**src/rtl/cia_pkg.sv**
```systemverilog
// Shared CIA types: bus-host access FSM states, latched request record and
// the default /RES pulse length.
package cia_pkg;

    localparam int RES_CYCLES_MIN = 10;

    typedef enum logic [1:0] {
        IDLE,
        WAIT_LO,
        LO,
        HI
    } host_state_t;

    typedef struct packed {
        logic       we;
        logic [3:0] addr;
        logic [7:0] wdata;
    } host_req_t;

endpackage

```
**src/rtl/cia_phi2_gen.sv**
```systemverilog
// PHI2 bus clock generator: 50% duty, 2*HALF_PERIOD clk per period, with
// one-clk strobes for the cycles in which phi2 is registered high or low.
module cia_phi2_gen #(
    parameter int HALF_PERIOD = 8
) (
    input  logic clk,
    input  logic rst,
    output logic phi2,
    output logic phi_up,
    output logic phi_dn
);

    localparam int CW = $clog2(HALF_PERIOD);

    logic [CW-1:0] cnt;
    logic          wrap;

    assign wrap   = (cnt == CW'(HALF_PERIOD - 1));
    assign phi_up = wrap & ~phi2;
    assign phi_dn = wrap & phi2;

    // NOTE: sequential state uses <= so every flop samples pre-edge values.
    always_ff @(posedge clk or posedge rst) begin
        if (rst) begin
            cnt  <= '0;
            phi2 <= 1'b0;
        end else if (wrap) begin
            cnt  <= '0;
            phi2 <= ~phi2;
        end else begin
            cnt  <= cnt + CW'(1);
        end
    end

endmodule

```
**src/rtl/cia_bus_host.sv**
```systemverilog
// CIA bus initiator: single register accesses aligned to PHI2, /RES pulse
// sequencing and /IRQ synchronisation for an FPGA-side requester.
module cia_bus_host
    import cia_pkg::*;
#(
    parameter int HALF_PERIOD = 8,
    parameter int RES_CYCLES  = RES_CYCLES_MIN
) (
    input  logic       clk,
    input  logic       rst,
    input  logic       req,
    input  logic       req_we,
    input  logic [3:0] req_addr,
    input  logic [7:0] req_wdata,
    output logic       ready,
    output logic       ack,
    output logic [7:0] rdata,
    input  logic       bus_reset,
    output logic       irq,
    output logic       irq_fall,
    output logic       phi2,
    output logic       cs_n,
    output logic       r_w_n,
    output logic [3:0] addr,
    output logic [7:0] data_o,
    output logic       data_oe,
    input  logic [7:0] data_i,
    output logic       res_n,
    input  logic       irq_n
);

    localparam int RW = $clog2(RES_CYCLES + 1);

    logic          phi_up;
    logic          phi_dn;
    host_state_t   state;
    host_state_t   state_nx;
    host_req_t     req_q;
    logic [RW-1:0] res_cnt;
    logic          res_pend;
    logic          do_res;
    logic          accept;
    logic          irq_s1;
    logic          irq_s2;

    cia_phi2_gen #(.HALF_PERIOD(HALF_PERIOD)) u_phi2 (
        .clk    (clk),
        .rst    (rst),
        .phi2   (phi2),
        .phi_up (phi_up),
        .phi_dn (phi_dn)
    );

    // A bus reset requested mid-access waits in res_pend until the FSM is idle.
    assign do_res = (bus_reset | res_pend) & (state == IDLE);
    assign accept = ready & req & ~do_res;

    always_ff @(posedge clk or posedge rst) begin
        if (rst) state <= IDLE;
        else     state <= state_nx;
    end

    always_comb begin
        // NOTE: default first so every path assigns state_nx and no latch is inferred.
        state_nx = state;
        case (state)
            IDLE:    if (accept) state_nx = WAIT_LO;
            WAIT_LO: if (phi_dn) state_nx = LO;
            LO:      if (phi_up) state_nx = HI;
            HI:      if (phi_dn) state_nx = IDLE;
            default: state_nx = IDLE;
        endcase
    end

    // Bus strobes decode straight from state, so rst releases them at once.
    always_comb begin
        cs_n    = 1'b1;
        r_w_n   = 1'b1;
        data_oe = 1'b0;
        data_o  = '0;
        if (state == LO || state == HI) begin
            cs_n  = 1'b0;
            r_w_n = ~req_q.we;
        end
        if (state == HI && req_q.we) begin
            data_oe = 1'b1;
            data_o  = req_q.wdata;
        end
    end

    always_ff @(posedge clk or posedge rst) begin
        if (rst) begin
            req_q <= '0;
            addr  <= '0;
            ready <= 1'b0;
            ack   <= 1'b0;
            rdata <= '0;
        end else begin
            ready <= (state == IDLE) && res_n && !accept && !do_res;
            ack   <= (state == HI) && phi_dn;
            if (accept)
                req_q <= '{we: req_we, addr: req_addr, wdata: req_wdata};
            if (state == WAIT_LO && phi_dn)
                addr <= req_q.addr;
            if (state == HI && phi_dn && !req_q.we)
                rdata <= data_i;
        end
    end

    always_ff @(posedge clk or posedge rst) begin
        if (rst) begin
            res_cnt  <= RW'(RES_CYCLES);
            res_n    <= 1'b0;
            res_pend <= 1'b0;
        end else if (do_res) begin
            res_cnt  <= RW'(RES_CYCLES);
            res_n    <= 1'b0;
            res_pend <= 1'b0;
        end else begin
            if (bus_reset)
                res_pend <= 1'b1;
            if (phi_dn && res_cnt != '0) begin
                res_cnt <= res_cnt - RW'(1);
                if (res_cnt == RW'(1))
                    res_n <= 1'b1;
            end
        end
    end

    always_ff @(posedge clk or posedge rst) begin
        if (rst) begin
            irq_s1   <= 1'b1;
            irq_s2   <= 1'b1;
            irq_fall <= 1'b0;
        end else begin
            irq_s1   <= irq_n;
            irq_s2   <= irq_s1;
            irq_fall <= irq_s2 & ~irq_s1;
        end
    end

    assign irq = ~irq_s2;

endmodule

```
**config.mk**
```make
export PLATFORM = sky130hd
export DESIGN_NAME = cia_bus_host
export DESIGN_NICKNAME = d
export VERILOG_FILES = /design/src/rtl/cia_pkg.sv /design/src/rtl/cia_phi2_gen.sv /design/src/rtl/cia_bus_host.sv
export SDC_FILE = /design/constraint.sdc
export NUM_CORES = 1
export LEC_CHECK = 0
export BUFFER_PORTS_ARGS = -buffer_cell sky130_fd_sc_hd__buf_2
export CORE_MARGIN = 4
export CORE_UTILIZATION = 40
export CTS_CLUSTER_SIZE = 20
export DETAILED_ROUTE_END_ITERATION = 16
export PLACE_DENSITY_LB_ADDON = 0.08
export REMOVE_ABC_BUFFERS = 1
export SLEW_MARGIN = 10
export SYNTH_ARGS = -nofsm -noshare
export SYNTH_HDL_FRONTEND = slang
export SYNTH_HIERARCHICAL = 1
export SYNTH_SLANG_ARGS = --single-unit
```
**constraint.sdc**
```tcl
create_clock -name clk -period 2.4 [get_ports clk]
set_input_delay 0.48 -clock clk [delete_from_list [all_inputs] [get_ports clk]]
set_output_delay 0.48 -clock clk [all_outputs]
set_load 0.01 [all_outputs]
```
Yosys cells after proc, flatten, opt, wreduce, memory -nomap -nowiden
Index checks and enable logic that the tools add are counted.
{"block": "word_totals", "word_cells": 75, "regBits": 42, "inputBits": 26}
{"block": "op_classes", "n_addsub": 2, "muxes": 17, "bitwise": 12, "eq_ne": 9, "reduce_logical": 19}
{"cell": "logical AND 1 bit", "count": 8}
{"cell": "two-way mux 1 bit", "count": 8}
{"cell": "two-way mux 2 bit", "count": 4}
{"cell": "two-way mux 4 bit", "count": 2}
{"cell": "two-way mux 8 bit", "count": 1}
{"cell": "inequality test 2 bit (second input constant)", "count": 4}
{"cell": "case mux 2 bit (4 select lines)", "count": 1}
{"cell": "AND 1 bit", "count": 6}
{"cell": "nonzero test 2 bit", "count": 3}
{"cell": "NOT 1 bit", "count": 5}
{"cell": "equality test 2 bit (second input constant)", "count": 2}
{"cell": "equality test 4 x 1 -> 1 bit (second input constant)", "count": 1}
{"cell": "AND reduction 4 bit", "count": 1}
{"cell": "nonzero test 4 bit", "count": 1}
{"cell": "subtractor 4 x 1 -> 4 bit (second input constant)", "count": 1}
{"cell": "adder 3 x 1 -> 3 bit (second input constant)", "count": 1}
{"cell": "equality test 3 bit (second input constant)", "count": 1}
{"cell": "zero test 1 bit", "count": 3}
{"cell": "two-way mux 3 bit", "count": 1}
{"cell": "equality test 2 x 1 -> 1 bit (second input constant)", "count": 1}
{"cell": "zero test 2 bit", "count": 1}
{"cell": "AND reduction 2 bit", "count": 1}
{"cell": "logical OR 1 bit", "count": 1}
{"cell": "bitwise OR 1 bit", "count": 1}

Logic depth before layout (Yosys ltp)
Gate-level depths: netlist (run 1).
{"block": "logic_depth", "depth_word": 7, "mapped_depth": 7, "ltp_nobuf": 6}

Hierarchy
Netlist (run 1), hierarchy kept.
{"module": "cia_bus_host", "cells_per_inst": 129, "instances": 1, "seq_area_each_um2": 955.9, "area_per_inst_um2": 1732.9}
{"module": "cia_phi2_gen", "cells_per_inst": 11, "instances": 1, "seq_area_each_um2": 100.1, "area_per_inst_um2": 157.7}

Least setup slack after synthesis (run 1)
Ideal clock, no wire load.
{"block": "synth_path", "kind": "register to register", "from": "reg u_phi2.cnt[0]", "to": "reg state[1]", "path_stages_with_launch": 8, "path_buffers": 1, "setup_ns": 0.125, "setup_slack_ns": 0.555, "synth_period_minus_slack_ns": 1.845, "t_arrival_ns": 1.720, "path_cell_list": "dfrtp_1 ha_1 ha_1 and2_2 buf_4 o21ba_2 a221oi_1 mux2_2"}
{"block": "synth_between", "elab_chain_cells": 4}
{"element": "from (decl)", "line": "cia_phi2_gen.sv:15", "text": "logic [CW-1:0] cnt;"}
{"element": "from (signal assigned)", "line": "cia_phi2_gen.sv:31", "text": "cnt <= cnt + CW'(1);"}
{"element": "equality test 3 bit (*)", "line": "cia_phi2_gen.sv:18", "text": "assign wrap = (cnt == CW'(HALF_PERIOD - 1));"}
{"element": "AND 1 bit (*)", "line": "cia_phi2_gen.sv:20", "text": "assign phi_dn = wrap & phi2;"}
{"element": "net phi_dn", "line": "cia_bus_host.sv:35", "text": "logic phi_dn;"}
{"element": "inequality test 2 bit (no source line)"}
{"element": "AND reduction 4 bit (no source line) (*)"}
{"element": "to (signal assigned)", "line": "cia_bus_host.sv:60", "text": "else state <= state_nx;"}
{"element": "to (decl)", "line": "cia_bus_host.sv:36", "text": "host_state_t state;"}
The timed path passes the listed nets; every way through them passes the cells marked *.
A chain may end at the register's enable or synchronous reset.

Final worst setup path (run 1)
{"block": "layout_path", "from": "reg u_phi2.cnt[0]", "to": "reg rdata[1]"}
{"block": "layout_between", "elab_chain_cells": 4}
{"element": "equality test 3 bit", "line": "cia_phi2_gen.sv:18"}
{"element": "AND 1 bit", "line": "cia_phi2_gen.sv:20"}
{"element": "net phi_dn", "line": "cia_bus_host.sv:35"}
{"element": "logical AND 1 bit (2 in a row)", "line": "cia_bus_host.sv:105", "text": "if (state == HI && phi_dn && !req_q.we)"}
{"element": "to (signal assigned)", "line": "cia_bus_host.sv:106", "text": "rdata <= data_i;"}
{"element": "to (decl)", "line": "cia_bus_host.sv:17", "text": "output logic [7:0] rdata,"}
The timed path passes the listed nets, and every way through them passes these cells.

==> tab_implementation.tex, run 1 <==
\begin{tabular}{lr}
\hline
Metric & Value \\
\hline
\multicolumn{2}{l}{\textbf{Run status}} \\
Outcome & finished, final reports clean \\
\multicolumn{2}{l}{\textbf{Route}} \\
Routed wire length & 3570 um \\
DRC & 0 \\
Vias after detailed routing & 1,267 \\
Vias/cell & 5.07 \\
Routed length per instance & between 10 and 15 um \\
Count of nets left with antenna violations after detail routing & 0 \\
DR iter-0 viols & 60 \\
Number of iterations in the first detailed-routing pass & 4 \\
\multicolumn{2}{l}{\textbf{Clocking}} \\
Clock transition at path regs & roughly 0.080 ns \\
H-Tree Depth & 2 \\
Number of buffers inserted during clock tree synthesis & 5 \\
Clock tree from TritonCTS & yes \\
Clk Latency, worst-skew pair & 0.29 ns \\
Number of sinks driven by the clock tree & between 40 and 50 \\
Root Buffer Master & sky130\_fd\_sc\_hd\_\_clkbuf\_8 \\
Setup fix buffers added after clock tree synthesis & 0 \\
Maximum buffer depth of the clock tree & 2 \\
Hold\_buf cts & 0 \\
Resized Gates After CTS & 0 \\
\multicolumn{2}{l}{\textbf{GRT}} \\
Global-route wire length before repair & about 6200 um \\
Antenna violations before repair & 0 \\
Via count of the first global-routing pass & approximately 1,400 \\
Leftover overflow at the end of global routing & 0 \\
Maximum number of pins on one net before global-route repair & 39 \\
Tot GR Track Use & 13.0\% \\
\multicolumn{2}{l}{\textbf{Power}} \\
P\_leak & 0.00123 uW \\
Peak supply drop & roughly 330 uV \\
Power per unit of standard cell area & 886 mW/mm\^{}2 \\
Final Total Pwr & between 2000 and 2500 uW \\
\multicolumn{2}{l}{\textbf{Critical path}} \\
Startpoint type of the worst setup path & flip-flop \\
Cell with the largest stage delay on the worst path & sky130\_fd\_sc\_hd\_\_dfrtp\_1 \\
Register-to-register setup slack & between 0.3 and 0.4 ns \\
Category of the worst setup path capture point & flip-flop \\
Cell repeated most along the worst path & sky130\_fd\_sc\_hd\_\_ha\_1 \\
Crit Path Category & flip-flop to flip-flop \\
Peak fanout along the critical path & 11 \\
Highest cell delay on the worst timing path & 0.39 ns \\
Data required time at the worst endpoint & roughly 2.6 ns \\
CP arrival & roughly 2.2 ns \\
Cell-by-cell trace of the critical path & ha\_1 > ha\_1 > and2\_2 > and2\_1 > nand2b\_1 > mux2\_2 \\
\multicolumn{2}{l}{\textbf{Die}} \\
Core Area & 0.00447 mm\^{}2 \\
Starting utilization of the core area & a little over two fifths \\
FP Rows & 24 \\
Width of the die & about 77 um \\
Vertical die dimension & 76.8 um \\
Top-Level Pins & 55 \\
Die area & approximately 0.006 mm\^{}2 \\
\multicolumn{2}{l}{\textbf{Layout}} \\
Net count of the finished layout & 232 \\
Final-layout fill cell count & approximately 400 \\
Storage cell area & around 0.0011 mm\^{}2 \\
Count of inserted antenna diode cells & 0 \\
P\&R area growth vs syn & 20.4\% \\
Combined area of the multi-input logic cells & about 750 um\^{}2 \\
Final Non-Filler Cells & 250 \\
Layout cell share with drive strength beyond 1 & around half \\
\multicolumn{2}{l}{\textbf{STA}} \\
Setup TNS & 0 ns \\
Endpoints failing hold & 0 \\
Count of final max-slew check failures & 0 \\
Worst-Margin Slew & 0.473 ns \\
Final setup viols & 0 \\
Final min period & about 2.1 ns \\
Post-route clock period utilization & between 80\% and 90\% \\
Unrepaired setup endpoints after global routing & false \\
Clock skew after layout & $\sim$0.0044 ns \\
Hold slack final & between 0.07 and 0.08 ns \\
Normalized max-slew margin & between 60 and 70\% \\
Fmax achieved & between 400 and 500 MHz \\
\multicolumn{2}{l}{\textbf{Logic synthesis}} \\
Number of enable-type register cells in the synthesized netlist & 0 \\
Share of flip-flops with an asynchronous set or reset after synthesis & 100\% \\
Largest area contributor in the synthesized netlist & sky130\_fd\_sc\_hd\_\_dfrtp\_1 \\
Synthesis warning total & 6 \\
Top FF cell, synth & sky130\_fd\_sc\_hd\_\_dfrtp\_1 \\
Seq/Total Area, Yosys & a little under three fifths \\
Avg Inst Size Synth & 13.5 um\^{}2 \\
Largest cells by area after synthesis & sky130\_fd\_sc\_hd\_\_dfrtp\_1 50\%, sky130\_fd\_sc\_hd\_\_mux2\_2 9.5\%, sky130\_fd\_sc\_hd\_\_mux2\_4 7.9\%, sky130\_fd\_sc\_hd\_\_ha\_1 6.0\%, sky130\_fd\_sc\_hd\_\_dfstp\_2 5.6\% \\
Post-synthesis cell count & 140 \\
Distinct cell type count of the synthesized netlist & 36 \\
Total standard cell area after synthesis & 0.00189 mm\^{}2 \\
Synth cell count leaders & 38 x sky130\_fd\_sc\_hd\_\_dfrtp\_1, 16 x sky130\_fd\_sc\_hd\_\_mux2\_2, 10 x sky130\_fd\_sc\_hd\_\_and3\_1, 10 x sky130\_fd\_sc\_hd\_\_mux2\_4 \\
Area fraction of the dominant cell type after synthesis & around 50\% \\
Dominant cell by count in the synthesized netlist & sky130\_fd\_sc\_hd\_\_dfrtp\_1 \\
Flip-flop and latch count after synthesis & 42 \\
\multicolumn{2}{l}{\textbf{Run}} \\
Count of max-cap constraint violations & 0 \\
\multicolumn{2}{l}{\textbf{Placement}} \\
IO buf count & 54 \\
DP Cell Count & 242 \\
HPWL Detailed & between 2000 and 3000 um \\
Final Wtd Congestion & approximately 0.75 \\
\multicolumn{2}{l}{\textbf{Min path}} \\
Worst hold path class & input pin to async pin \\
\hline
\end{tabular}
[report_power, final]
part / internal (uW) / switching, uW
combinational: 310 / 304
clock: 205 / 235
sequential: 869 / 94.0
total: 1380 / 632
[critical path: cells and delay by family, from the launching register on]
family | cells | cell delay, ns
simple gates | 3 | 0.76
fa+ha+maj | 2 | 0.43
flops | 1 | 0.39
mux | 1 | 0.38
[cells in the final DEF, fill, tap and decap left out, drive strengths merged, types with 2 or more instances in the layout]
master	n
dfstp	4
ha	9
nand2	4
clkinv	2
o21ai	3
inv	9
nor2	8
buf	56
and3	11
clkbuf	6
dfrtp	38
a21oi	2
mux2	26
and2	4
[layer usage]
layer	track usage (%)	share of wire (%)
met5	0	0
met4	4.17	1.2
met3	4.57	6.2
met2	21.8	49
met1	15.7	43
[sequential cells by signal, indices dropped and copies added (netlist names), 2 cells and up]
name and count:
addr 4, rdata 8, req_q 13, res_cnt 4
state 2, u_phi2/cnt 3
[layout make-up]
type	count	share of cell area, %
clock buffers	6	3.19
clock inverters	2	0.605
inverters	9	1.48
multi-input cells	83	32.9
flip-flops and latches	42	46.4
well taps	52	2.86
repair buffers	56	12.5
[logic make-up (layout without fill, tap and decap cells)]
| kind of cell | Yosys count | count (layout) | synth area share (%) |
|---|---|---|---|
| buffers and inverters | 15 | 73 | 4.50 |
| adders and majority gates | 9 | 9 | 5.96 |
| and+or+nand+nor | 34 | 34 | 10.5 |
| muxes | 27 | 27 | 18.0 |
| xor gates and xnor gates | 1 | 1 | 0.463 |
| AOI/OAI and AO/OA | 12 | 12 | 4.70 |
| DFF | 42 | 42 | 55.9 |
[per-stage QoR]
stage	instance area [um^2]	setup WS [ns]	utilization [%]
2_1_floorplan	1840	0.519	-
3_3_place_gp	2190	0.418	48.9
3_5_place_dp	2190	0.332	48.9
4_1_cts	2280	0.317	50.9
5_1_grt	2280	0.189	50.9
6_report	2280	0.333	50.9
[final timing paths]
kind | cells after the start | endpoint | from
max in group asynchronous | 3 | res_cnt[3] | rst
min reg2reg | 0 | irq_s2 | irq_s1
max | 6 | rdata[1] | u_phi2/cnt[0]
min | 2 | u_phi2/cnt[1] | rst
max reg2reg | 6 | rdata[1] | u_phi2/cnt[0]
min in group clk | 1 | irq_s1 | irq_n
(Power assumes the default switching activity.)
==> inputs of run 2 (changes only) <==
--- a/config.mk
+++ b/config.mk
@@ -6,10 +6,12 @@
 export NUM_CORES = 1
 export LEC_CHECK = 0
 export BUFFER_PORTS_ARGS = -buffer_cell sky130_fd_sc_hd__buf_2
+export CAP_MARGIN = 20
 export CORE_MARGIN = 4
-export CORE_UTILIZATION = 40
+export CORE_UTILIZATION = 51
 export CTS_CLUSTER_SIZE = 20
 export DETAILED_ROUTE_END_ITERATION = 16
+export GPL_TIMING_DRIVEN = 0
 export PLACE_DENSITY_LB_ADDON = 0.08
 export REMOVE_ABC_BUFFERS = 1
 export SLEW_MARGIN = 10
==> run 2 against run 1 <==
Sequential share of layout area increased by 0.36 points. Register-to-register slack got worse by 0.06 ns. Highest routed layer unchanged. Via count decreased by 3.6%. Wire length decreased by 5.9%. Clock power increased by 1%. Combinational power about the same. Critical path depth decreased by 1. Fmax decreased by 2.6%. Clock skew increased by 0.0013 ns. Sequential cell count unchanged. Design area decreased by 0.77%. Count of clock-buffer cells in the layout increased by 1.
==> tab_implementation.tex, run 2 (synthesized netlist as in run 1, its figures left out) <==
\begin{tabular}{lr}
\hline
Metric & Value \\
\hline
\multicolumn{2}{l}{\textbf{Route}} \\
Routed length per instance & around 14 um \\
Vias/cell & 5.05 \\
DRC & 0 \\
Vias after detailed routing & between 1,000 and 1,500 \\
DR iter-0 viols & 46 \\
Count of nets left with antenna violations after detail routing & 0 \\
Routed wire length & about 3400 um \\
Number of iterations in the first detailed-routing pass & 4 \\
\multicolumn{2}{l}{\textbf{Layout}} \\
Count of inserted antenna diode cells & 0 \\
Top Registers & req\_q x13, rdata x8 \\
Leading cell types in the layout, fill and taps excluded & 54 x sky130\_fd\_sc\_hd\_\_buf\_2, 38 x sky130\_fd\_sc\_hd\_\_dfrtp\_1, 16 x sky130\_fd\_sc\_hd\_\_mux2\_2 \\
Final Non-Filler Cells & 242 \\
Reg with most FFs & req\_q \\
P\&R area growth vs syn & 19.5\% \\
Layout cell share with drive strength beyond 1 & between 50\% and 60\% \\
Commonest non-fill, non-tap cell in the layout & sky130\_fd\_sc\_hd\_\_buf\_2 \\
Largest register FFs & 13 \\
Final design utilization & between 60\% and 70\% \\
Net count of the finished layout & 230 \\
\multicolumn{2}{l}{\textbf{STA}} \\
Fmax achieved & between 400 and 500 MHz \\
Unrepaired setup endpoints after global routing & false \\
Normalized max-slew margin & 45.2\% \\
Endpoints failing hold & 0 \\
Count of final max-slew check failures & 0 \\
Final min period & $\sim$2.1 ns \\
Post-route clock period utilization & between 80\% and 90\% \\
Final setup viols & 0 \\
Clock skew after layout & around 0.0056 ns \\
Worst-Margin Slew & 0.821 ns \\
Setup TNS & 0 ns \\
\multicolumn{2}{l}{\textbf{Placement}} \\
IO buf count & 54 \\
DP Cell Count & 234 \\
Final Wtd Congestion & between 0.7 and 0.8 \\
HPWL Detailed & $\sim$2600 um \\
\multicolumn{2}{l}{\textbf{Die}} \\
Vertical die dimension & about 69 um \\
Width of the die & about 69 um \\
Top-Level Pins & 55 \\
Core Area & 0.00347 mm\^{}2 \\
Starting utilization of the core area & between 50\% and 60\% \\
Die area & between 0.004 and 0.005 mm\^{}2 \\
FP Rows & 21 \\
\multicolumn{2}{l}{\textbf{Clocking}} \\
Maximum buffer depth of the clock tree & 2 \\
Setup fix buffers added after clock tree synthesis & 0 \\
Number of buffers inserted during clock tree synthesis & 5 \\
H-Tree Depth & 2 \\
Clk Latency, worst-skew pair & slightly below 0.3 ns \\
Clock transition at path regs & $\sim$0.07 ns \\
Clock tree from TritonCTS & yes \\
Number of sinks driven by the clock tree & 42 \\
Root Buffer Master & sky130\_fd\_sc\_hd\_\_clkbuf\_8 \\
Hold\_buf cts & 0 \\
Resized Gates After CTS & 0 \\
\multicolumn{2}{l}{\textbf{Critical path}} \\
CP arrival & roughly 2.3 ns \\
Data required time at the worst endpoint & around 2.6 ns \\
Cell with the largest stage delay on the worst path & sky130\_fd\_sc\_hd\_\_and3\_1 \\
Crit Path Category & flip-flop to flip-flop \\
Highest cell delay on the worst timing path & between 0.7 and 0.8 ns \\
Cell-by-cell trace of the critical path & inv\_1 > ha\_1 > o21ai\_2 > and3\_1 > mux2\_2 \\
Startpoint type of the worst setup path & flip-flop \\
Critical path's top delay family & simple AND/OR/NAND/NOR gates \\
Peak fanout along the critical path & 13 \\
Number of buffers and inverters on the critical path & 1 \\
Category of the worst setup path capture point & flip-flop \\
\multicolumn{2}{l}{\textbf{GRT}} \\
Maximum number of pins on one net before global-route repair & 39 \\
Leftover overflow at the end of global routing & 0 \\
Global-route wire length before repair & 5490 um \\
Antenna violations before repair & 0 \\
Via count of the first global-routing pass & around 1,200 \\
Global routing usage on met1 & a little under a fifth \\
Most utilized layer in the global route result & met2 \\
Met2 Usage GRT & between 20\% and 30\% \\
Tot GR Track Use & between 15 and 20\% \\
M3 GR Usage & approximately 7.0\% \\
\multicolumn{2}{l}{\textbf{Power}} \\
Power per unit of standard cell area & between 800 and 900 mW/mm\^{}2 \\
Peak supply drop & 527 uV \\
P\_leak & roughly 0.0012 uW \\
\multicolumn{2}{l}{\textbf{Run status}} \\
Outcome & finished, final reports clean \\
\multicolumn{2}{l}{\textbf{Run}} \\
Count of max-cap constraint violations & 0 \\
\multicolumn{2}{l}{\textbf{Min path}} \\
Worst hold path class & input pin to async pin \\
\hline
\end{tabular}
==> run 2: worst register-to-register path, stage by stage, from the launching register on <==
cell and delay [ns]:
sky130_fd_sc_hd__dfrtp_1 0.39, sky130_fd_sc_hd__inv_1 0.10, sky130_fd_sc_hd__ha_1 0.27, sky130_fd_sc_hd__o21ai_2 0.11, sky130_fd_sc_hd__and3_1 0.73, sky130_fd_sc_hd__mux2_2 0.42
==> run 2: layout make-up <==
| class | instances | area [um^2] |
|---|---|---|
| inverter | 9 | 33.8 |
| multi-input combinational | 83 | 749 |
| clock buffer | 7 | 86.3 |
| sequential | 42 | 1060 |
| fill | 288 | 1210 |
| timing repair buffer | 54 | 270 |
| tap | 46 | 57.6 |
| clock inverter | 1 | 5.00 |
==> run 2: worst paths after layout <==
kind / slack, ns / cells past startpoint / startpoint / to
worst min register to register: 0.37 / 0 / irq_s1 / irq_s2
max in group asynchronous: 1.59 / 2 / rst / state[0]
min in group clk: 0.29 / 1 / irq_n / irq_s1
worst max register to register: 0.28 / 5 / state[0] / req_q[10]
worst min-delay path: 0.07 / 2 / rst / u_phi2/cnt[1]
worst max-delay path: 0.28 / 5 / state[0] / req_q[10]
==> run 2: report_power, final <==
group	internal, uW	switching [uW]	total, uW
clock	232	213	445
sequential	870	96.7	967
combinational	309	302	611
==> run 2: routing by layer <==
metal  up-vias  wire (um)
li1        591          -
met1       577       1340
met2        50       1650
met3         4        332
met4         0         35
met5         -          0
==> run 2: metrics by stage <==
step | setup slack, ns | area (um^2) | hold WS [ns] | total power (uW)
global placement | 0.323 | 2170 | 0.357 | 1550
detailed placement | 0.276 | 2170 | 0.359 | 1600
finish | 0.277 | 2260 | 0.0717 | 2020
global route | 0.138 | 2260 | 0.0690 | 2180
floorplan | 0.519 | 1840 | 0.246 | 1380
CTS | 0.270 | 2260 | 0.0637 | 2060
==> inputs of run 3 (changes only) <==
--- a/config.mk
+++ b/config.mk
@@ -7,6 +7,7 @@
 export LEC_CHECK = 0
 export BUFFER_PORTS_ARGS = -buffer_cell sky130_fd_sc_hd__buf_2
 export CAP_MARGIN = 20
+export CORE_ASPECT_RATIO = 0.7
 export CORE_MARGIN = 4
 export CORE_UTILIZATION = 51
 export CTS_CLUSTER_SIZE = 20
==> run 3 against run 2 <==
Wire length grew 4.3%. Sequential power barely moved. Utilization fell by 0.61 points. Critical path depth unchanged. Combinational power grew 2%. Via count is 0.98% higher. Final cell count rose by 1.7%. Sequential cell count is the same. Count of clock-buffer cells in the layout shrank 2. Fmax decreased by 2.3%. Sequential share of layout area shrank 0.46 points. Largest power group unchanged.
==> tab_implementation.tex, run 3 (synthesized netlist as in run 1, its figures left out) <==
\begin{tabular}{lr}
\hline
Metric & Value \\
\hline
\multicolumn{2}{l}{\textbf{Critical path}} \\
Register-to-register setup slack & roughly 0.23 ns \\
CP arrival & around 2.4 ns \\
Cell-by-cell trace of the critical path & inv\_1 > ha\_1 > o21ai\_2 > and3\_1 > mux2\_2 \\
Worst R2R End & req\_q[8] \\
Beginning of the worst register-to-register path & state[0] \\
Category of the worst setup path capture point & flip-flop \\
Data required time at the worst endpoint & between 2 and 3 ns \\
Startpoint type of the worst setup path & flip-flop \\
Highest cell delay on the worst timing path & 0.76 ns \\
Cell with the largest stage delay on the worst path & sky130\_fd\_sc\_hd\_\_and3\_1 \\
Reg2reg path depth & 5 \\
Crit Path Category & flip-flop to flip-flop \\
Peak fanout along the critical path & 13 \\
\multicolumn{2}{l}{\textbf{STA}} \\
Endpoints failing hold & 0 \\
Final min period & around 2.2 ns \\
Final setup viols & 0 \\
Fmax achieved & around 460 MHz \\
Post-route clock period utilization & between 90 and 100\% \\
Count of final max-slew check failures & 0 \\
Setup TNS & 0 ns \\
Unrepaired setup endpoints after global routing & false \\
Clock skew after layout & 0.00344 ns \\
Worst-Margin Slew & $\sim$0.86 ns \\
Normalized max-slew margin & 42.6\% \\
\multicolumn{2}{l}{\textbf{Layout}} \\
Net count of the finished layout & between 200 and 250 \\
P\&R area growth vs syn & 20.6\% \\
Storage cell area & between 0.001 and 0.0015 mm\^{}2 \\
Final-layout fill cell count & $\sim$290 \\
Count of inserted antenna diode cells & 0 \\
Layout cell share with drive strength beyond 1 & 51.0\% \\
Top Registers & req\_q x13, rdata x8 \\
Final design utilization & around 65\% \\
Largest register FFs & 13 \\
Reg with most FFs & req\_q \\
Combined area of the multi-input logic cells & approximately 750 um\^{}2 \\
Commonest non-fill, non-tap cell in the layout & sky130\_fd\_sc\_hd\_\_buf\_2 \\
Leading cell types in the layout, fill and taps excluded & 54 x sky130\_fd\_sc\_hd\_\_buf\_2, 38 x sky130\_fd\_sc\_hd\_\_dfrtp\_1, 16 x sky130\_fd\_sc\_hd\_\_mux2\_2 \\
\multicolumn{2}{l}{\textbf{Placement}} \\
IO buf count & between 50 and 60 \\
Final Wtd Congestion & between 0.6 and 0.7 \\
HPWL Detailed & $\sim$2700 um \\
\multicolumn{2}{l}{\textbf{Die}} \\
Top-Level Pins & 55 \\
Core Area & about 0.0035 mm\^{}2 \\
FP Rows & 18 \\
Width of the die & approximately 81 um \\
Starting utilization of the core area & a little over half \\
Vertical die dimension & 58.9 um \\
Die area & $\sim$0.0048 mm\^{}2 \\
\multicolumn{2}{l}{\textbf{Power}} \\
Peak supply drop & between 600 and 700 uV \\
Power per unit of standard cell area & around 930 mW/mm\^{}2 \\
Logic gate share of total power & between 20\% and 30\% \\
Switching power of the nets & between 600 and 700 uW \\
Sequential Power Share & a little under half \\
Clock network power share & around 25\% \\
Internal power & approximately 1500 uW \\
P\_leak & between 0.001 and 0.0015 uW \\
Net switching share of the total power & 30.1\% \\
\multicolumn{2}{l}{\textbf{Clocking}} \\
Maximum buffer depth of the clock tree & 2 \\
Clk Latency, worst-skew pair & 0.28 ns \\
Hold\_buf cts & 0 \\
Number of sinks driven by the clock tree & between 40 and 50 \\
Root Buffer Master & sky130\_fd\_sc\_hd\_\_clkbuf\_8 \\
Setup fix buffers added after clock tree synthesis & 0 \\
Clock tree from TritonCTS & yes \\
H-Tree Depth & 2 \\
Resized Gates After CTS & 0 \\
Number of buffers inserted during clock tree synthesis & 5 \\
Clock transition at path regs & approximately 0.070 ns \\
\multicolumn{2}{l}{\textbf{GRT}} \\
Antenna violations before repair & 0 \\
Leftover overflow at the end of global routing & 0 \\
Maximum number of pins on one net before global-route repair & 39 \\
Tot GR Track Use & between 10\% and 20\% \\
Via count of the first global-routing pass & $\sim$1,400 \\
Global-route wire length before repair & roughly 6100 um \\
\multicolumn{2}{l}{\textbf{Run status}} \\
Outcome & finished, final reports clean \\
\multicolumn{2}{l}{\textbf{Route}} \\
Number of iterations in the first detailed-routing pass & 4 \\
DR iter-0 viols & 70 \\
Routed length per instance & between 10 and 15 um \\
Vias/cell & 5.02 \\
Routed wire length & approximately 3500 um \\
Vias after detailed routing & approximately 1,200 \\
Count of nets left with antenna violations after detail routing & 0 \\
DRC & 0 \\
\multicolumn{2}{l}{\textbf{Min path}} \\
Worst hold path class & input pin to async pin \\
\multicolumn{2}{l}{\textbf{Run}} \\
Count of max-cap constraint violations & 0 \\
\hline
\end{tabular}
-- run 3: changes by cell type in the layout (fill, tap and decap cells not counted) --
cell	change
sky130_fd_sc_hd__bufinv_16	+1
sky130_fd_sc_hd__clkbuf_1	-1
sky130_fd_sc_hd__clkbuf_8	-1
sky130_fd_sc_hd__clkinv_2	+1
-- run 3: per-stage QoR --
stage               worst slack [ns]  hold WS, ns  cells  total power [uW]  area, um^2
global route                  0.0877       0.0820    246              2280        2280
floorplan                      0.519        0.246    134              1380        1840
detailed placement             0.230        0.358    238              1610        2170
global placement               0.326        0.357    238              1560        2170
finish                         0.227       0.0794    246              2130        2280
CTS                            0.222       0.0772    246              2150        2280
-- run 3: power by group through the flow --
| stage | logic [uW] | clock network [uW] | registers (uW) |
|---|---|---|---|
| 2_1_floorplan | 376 | 0 | 1000 |
| 4_1_cts | 634 | 550 | 967 |
| 6_report | 622 | 535 | 968 |
| 3_5_place_dp | 631 | 0 | 980 |
| 5_1_grt | 699 | 587 | 995 |
| 3_3_place_gp | 589 | 0 | 969 |
-- run 3: routing by layer --
metal,part of all wire [%],up-vias,routed length (um),global-route usage [%]
li1,-,590,-,-
met2,47,42,1650,26.8
met4,0.40,0,14,4.34
met1,45,599,1570,22.4
met3,7.6,3,267,5.35
met5,0,-,0,0
-- run 3: worst max-delay path: cells and delay by family (launching register included) --
kind                       cells  cell delay [ns]
AOI/OAI and AO/OA              1             0.12
adders and majority gates      1             0.27
buffers and inverters          1             0.10
DFF                            1             0.40
muxes                          1             0.41
and+or+nand+nor                1             0.76
-- run 3: final cells by class --
cell class	count	share of cell area (%)
flip-flops and latches	42	46.3
multi-input cells	83	32.9
repair buffers	54	11.8
clock buffers	5	3.02
well taps	50	2.74
clock inverters	3	1.76
inverters	9	1.48
-- run 3: worst max-delay path by stage --
| stage | cells after the start | to | slack [ns] | startpoint |
|---|---|---|---|---|
| floorplan | 6 | rdata[0] | 0.52 | u_phi2/cnt[0] |
| global placement | 5 | req_q[8] | 0.33 | state[0] |
| detailed placement | 5 | req_q[8] | 0.23 | state[0] |
| CTS | 5 | req_q[8] | 0.22 | state[0] |
| global route | 5 | req_q[8] | 0.09 | state[0] |
| finish | 5 | req_q[8] | 0.23 | state[0] |
